===== config.mk =====
export PLATFORM = sky130hd
export DESIGN_NAME = router_vc_arbiter
export DESIGN_NICKNAME = d
export VERILOG_FILES = /design/src/rtl/router_vc_arbiter.sv
export SDC_FILE = /design/constraint.sdc
export NUM_CORES = 1
export LEC_CHECK = 0
export CORE_ASPECT_RATIO = 0.8
export CORE_UTILIZATION = 50
export DETAILED_ROUTE_END_ITERATION = 8
export PLACE_DENSITY = 0.82
export SYNTH_ARGS = -nofsm -noshare
export SYNTH_HDL_FRONTEND = slang
export SYNTH_SLANG_ARGS = --single-unit

===== constraint.sdc =====
create_clock -name clk -period 2.2 [get_ports clk]
set_input_delay 0.22 -clock clk [delete_from_list [all_inputs] [get_ports clk]]
set_output_delay 0.22 -clock clk [all_outputs]
set_load 0.01 [all_outputs]

===== src/rtl/router_vc_arbiter.sv =====
// Two-VC output arbiter: three requesters are round-robin granted into one
// single-entry buffer per VC; the link forwards the VC selected by a toggling phase.
module router_vc_arbiter (
  input  logic        clk,
  input  logic        reset,
  input  logic [2:0]  req,
  input  logic [2:0]  req_vc,
  input  logic [63:0] req_data0,
  input  logic [63:0] req_data1,
  input  logic [63:0] req_data2,
  input  logic        ro,
  output logic        polarity,
  output logic [2:0]  gnt,
  output logic        so,
  output logic [63:0] dout    // link data; "do" is a reserved word
);

  logic             polarity_reg;
  logic [1:0]       full_reg;
  logic [1:0][63:0] buf_reg;
  logic [1:0][1:0]  ptr_reg;

  logic [1:0]       phase;
  logic [1:0]       drain;
  logic [1:0]       accept;
  logic [1:0][2:0]  vc_gnt;
  logic [1:0][1:0]  vc_ptr_next;
  logic [1:0][63:0] vc_data;

  // First eligible requester searching ptr, ptr+1, ptr+2 (mod 3).
  function automatic logic [2:0] rr_pick(input logic [2:0] elig, input logic [1:0] ptr);
    logic [2:0] pick;
    logic [1:0] idx;
    pick = 3'b000;
    idx  = ptr;
    for (int k = 0; k < 3; k++) begin
      if (pick == 3'b000 && elig[idx]) pick[idx] = 1'b1;
      idx = (idx == 2'd2) ? 2'd0 : idx + 2'd1;
    end
    return pick;
  endfunction

  assign phase = {polarity_reg, ~polarity_reg};
  assign drain = phase & full_reg & {2{ro}};

  for (genvar gi = 0; gi < 2; gi++) begin : g_vc
    logic [2:0] elig;
    assign elig       = req & ((gi == 0) ? ~req_vc : req_vc);
    assign accept[gi] = ~full_reg[gi] | drain[gi];
    // Grants are suppressed while reset is held so nothing is captured then.
    assign vc_gnt[gi] = rr_pick(elig, ptr_reg[gi]) & {3{accept[gi] & reset}};
    assign vc_ptr_next[gi] = vc_gnt[gi][0] ? 2'd1 : (vc_gnt[gi][1] ? 2'd2 : 2'd0);
    assign vc_data[gi] = ({64{vc_gnt[gi][0]}} & req_data0)
                       | ({64{vc_gnt[gi][1]}} & req_data1)
                       | ({64{vc_gnt[gi][2]}} & req_data2);
  end

  assign gnt      = vc_gnt[0] | vc_gnt[1];
  assign polarity = polarity_reg;
  assign so       = full_reg[polarity_reg];
  assign dout     = so ? buf_reg[polarity_reg] : 64'h0;

  always_ff @(posedge clk or negedge reset) begin
    if (!reset) begin
      polarity_reg <= 1'b0;
      full_reg     <= 2'b00;
      buf_reg      <= '0;
      ptr_reg      <= '0;
    end else begin
      polarity_reg <= ~polarity_reg;
      for (int v = 0; v < 2; v++) begin
        // A write wins over a same-edge drain, leaving the buffer full with new data.
        if (vc_gnt[v] != 3'b000) begin
          full_reg[v] <= 1'b1;
          buf_reg[v]  <= vc_data[v];
          ptr_reg[v]  <= vc_ptr_next[v];
        end else if (drain[v]) begin
          full_reg[v] <= 1'b0;
        end
      end
    end
  end

endmodule


==> run summary <==
The run finished with clean final reports. Relative to the synthesized area, the layout overhead comes to 39.9%. The wire length per cell after detailed routing was 22.9 um. The final count of hold timing violations was 0; the maximum number of pins on one net before global-route repair was 98. In this design, the stage delay of the slowest critical-path cell is 0.54 ns. Ratio of total power to cell area: 829 mW/mm2. For the pin with the worst max-slew slack, the measured transition is 0.856 ns. In this run the cell area measured after placement is 0.0132 mm2. Setup violations remaining at the end of the flow were counted as 0.

The tools report the highest ir drop seen on vdd as 0.473 mV. The run gives 1726 as the number of nets in the layout. The pre-antenna-repair detailed-routing pass consisted of 8 iterations. Yosys mapped the design onto 40 distinct sky130hd cell types. Row generation in the floorplan step produced 45 rows.

The run gives 462 MHz as the top achievable clock speed. In this run the worst hold path is classified as in -> async. The number of nets in the synthesized netlist is 1519.

The cell count after synthesis came out at 1318. The final RePlAce weighted congestion was 0.944; the core occupancy in the finished layout was 0.724. The tools report the post-route cell area as 0.0139 mm2.

By count the netlist is led by 195 x nand3_1, 135 x dfrtp_1, 135 x nand2_1, 129 x nand4_1, 128 x nor3_1. For this block, the initial DRC count from the detailed router was 1624. The part of the cycle the worst path needs was 0.984; the clock latency on the worst-skew pair was 0.43 ns.

The switching share of power is 0.377, and the starting utilization of the core area is 0.518. 0 antenna diodes ended up in the layout. dfrtp_1 takes more of the synthesized area than any other cell.

The die area was 0.0205 mm2. Summing all flip-flop and latch instances after layout gives 0.00338 mm2. In the post-synthesis netlist, the biggest area contributors are dfrtp_1 34%, nand3_1 9.8%, nand4_1 8.1%, nand4bb_1 7.3%, mux2i_1 6.5%. The number of global-route vias before repair was 12100; the average via count per standard cell was 6.82.

Cell internal power was estimated by the tool at 7.20 mW. The fraction of synthesis flops using an asynchronous set or reset pin works out to 1.00. The worst hold slack came out at 0.239 ns.

The top-area cell type share of the netlist area is 0.339, and the post-layout minimum cycle time is 2.16 ns. The run gives 0.390 as the total global-route track usage. During synthesis, Yosys emitted a total of 0 warnings. The routed layout has 12200 vias. Setup repair after global routing could not meet its margin everywhere. For the detailed-route DRC error count, the log shows 0. The most frequent cell after synthesis is nand3_1. In the final layout, the multi-input gates occupy 0.00609 mm2. The placed wire-length estimate after detailed placement was 24.6 mm. The floorplan step set the die width to 160 um.

Summed over all failing endpoints, the final setup total negative slack is 0 ns. The logs give 2 for the buffer depth of the longest clock path and 0.0354 ns for the smallest setup slack after layout. The clock net in this run drives a total of 135 sinks.

The clock network power share is 0.264. Leakage dissipation: 6.24 nW. The die is 128 um tall. The signal on the critical path passes through mux2i_4 > buf_4 > buf_8 > nor2_1 > dlygate4sd2_1. The wire length of the first global-routing pass was 63.1 mm; the portion of the post-synthesis area used by sequential elements was 0.339. The number of ports placed on the die boundary is 270, and the worst path buffer plus inverter count is 3. The tree is rooted in a clkbuf_16. The run gives 0 as the initial antenna violation count. Final global-route overflow total: 0. Summed over all nets, the switching power comes to 4.36 mW. The critical path arrival was 1.94 ns; the antenna violation net count after detailed routing was 0. The fraction of power consumed by sequential logic was 0.334; the clock-pin transition on the worst setup and hold timing paths was 0.06 ns.

Wires add up to 41.1 mm. The number of violations of the max-capacitance limit was 0. Before CTS, the worst setup slack after placement is -0.233 ns. The worst setup path is captured at an output port. Averaged over all synthesized cells, the footprint is 7.57 um2.

The relative max-transition margin came out at 0.429. The post-synthesis register bit count was 135; the number of enable-type register cells in the synthesized netlist was 0. The kind of critical path is reg -> out. The number of I/O port buffers is 269, and the total count of max-transition violations in the final report is 0. The share of final-layout standard cells stronger than drive strength 1 was 0.0962. Data on the critical path is required at its endpoint by 1.98 ns.

The most used flip-flop cell after synthesis is dfrtp_1. The total CTS buffers is 17, and the combinational share of power is 0.403. The run gives 0.0133 ns as the worst clock skew.

The core region is 0.0193 mm2. On the critical path, the stage with the largest delay is an instance of dfrtp_4. TritonCTS built the clock tree. Along the worst path, the maximum fanout reaches 13. The register with the most flip-flops in the layout has 128 of them. Startpoint class of the critical path: a flip-flop.

The H-tree generated during clock tree synthesis spans 4 levels. For the final-layout fill cell count, the log shows 1542. The kind of cell with the highest combined delay along the critical path is buffers and inverters.

Total standard cell area after synthesis: 0.00997 mm2.
## final timing paths
check	start	cells after the start	slack, ns	endpoint
max	polarity$_DFF_PN0_	5	0.04	dout[21]
min	reset	2	0.24	ptr_reg[1]$_DFFE_PN0P_
max reg2reg	polarity$_DFF_PN0_	8	0.14	buf_reg[67]$_DFFE_PN0P_
min reg2reg	buf_reg[59]$_DFFE_PN0P_	2	0.52	buf_reg[59]$_DFFE_PN0P_
max in group asynchronous	reset	4	0.22	buf_reg[85]$_DFFE_PN0P_
min in group clk	req_data1[37]	3	0.42	buf_reg[37]$_DFFE_PN0P_
## area by class of cell
type / instances / area share
multi-input cells: 1016 / 0.437
repair buffers: 350 / 0.252
flip-flops and latches: 135 / 0.242
clock buffers: 21 / 0.0344
well taps: 258 / 0.0231
clock inverters: 11 / 0.0105
inverters: 5 / 0.00135
## power by group through the flow
stage | clock [mW] | combinational (mW) | sequential [mW]
after floorplan | 0 | 2.48 | 3.72
after global placement | 0 | 4.60 | 3.83
after detailed placement | 0 | 4.69 | 3.88
after CTS | 3.05 | 4.53 | 3.84
after global routing | 3.15 | 4.96 | 3.95
final | 3.05 | 4.66 | 3.86
## kinds of logic (layout without fill, tap and decap cells)
logic type | Yosys count | after routing | synth area share
flip-flops | 135 | 135 | 0.339
multiplexers | 65 | 65 | 0.0653
AND/OR/NAND/NOR | 801 | 801 | 0.446
AO/OA/AOI/OAI | 150 | 150 | 0.0806
buffers and inverters | 167 | 387 | 0.0693
## stage by stage
step	instances	power, mW
2_1_floorplan	1318	6.19
3_3_place_gp	1755	8.42
3_5_place_dp	1755	8.57
4_1_cts	1788	11.4
5_1_grt	1796	12.1
6_report	1796	11.6
## timing repair
action | CTS | global route
endpoints found under the setup margin | 68 | 21
setup buffers | 0 | 6
pin swaps | 1 | 0
gates cloned | 0 | 2
endpoints found under the hold margin | 27 | 0
hold buffers | 1 | 0
gates resized for setup | 60 | 33
## cells in the final DEF, fill, tap and decap left out, types with 4 or more instances in the layout
master,count
dfrtp_1,134
clkbuf_8,4
nor2_1,62
nand3_1,194
nand2_1,135
dlygate4sd2_1,48
nand4_1,129
inv_1,4
o21ai_0,104
clkbuf_16,19
buf_12,15
clkbuf_2,5
clkdlybuf4s50_1,200
nand4bb_1,64
dlymetal6s2s_1,14
mux2i_1,63
o21ai_1,26
nor3_1,128
buf_4,60
nand2b_1,4
and3_1,65
## routing by layer
metal / vias up / global-route usage / wire length, um
met5: - / 0 / 0
met4: 0 / 0.204 / 1610
met3: 201 / 0.0880 / 5750
met2: 1186 / 0.613 / 18400
met1: 5600 / 0.507 / 15300
li1: 5262 / - / -
No activity file was read; power rests on OpenSTA's default activity.
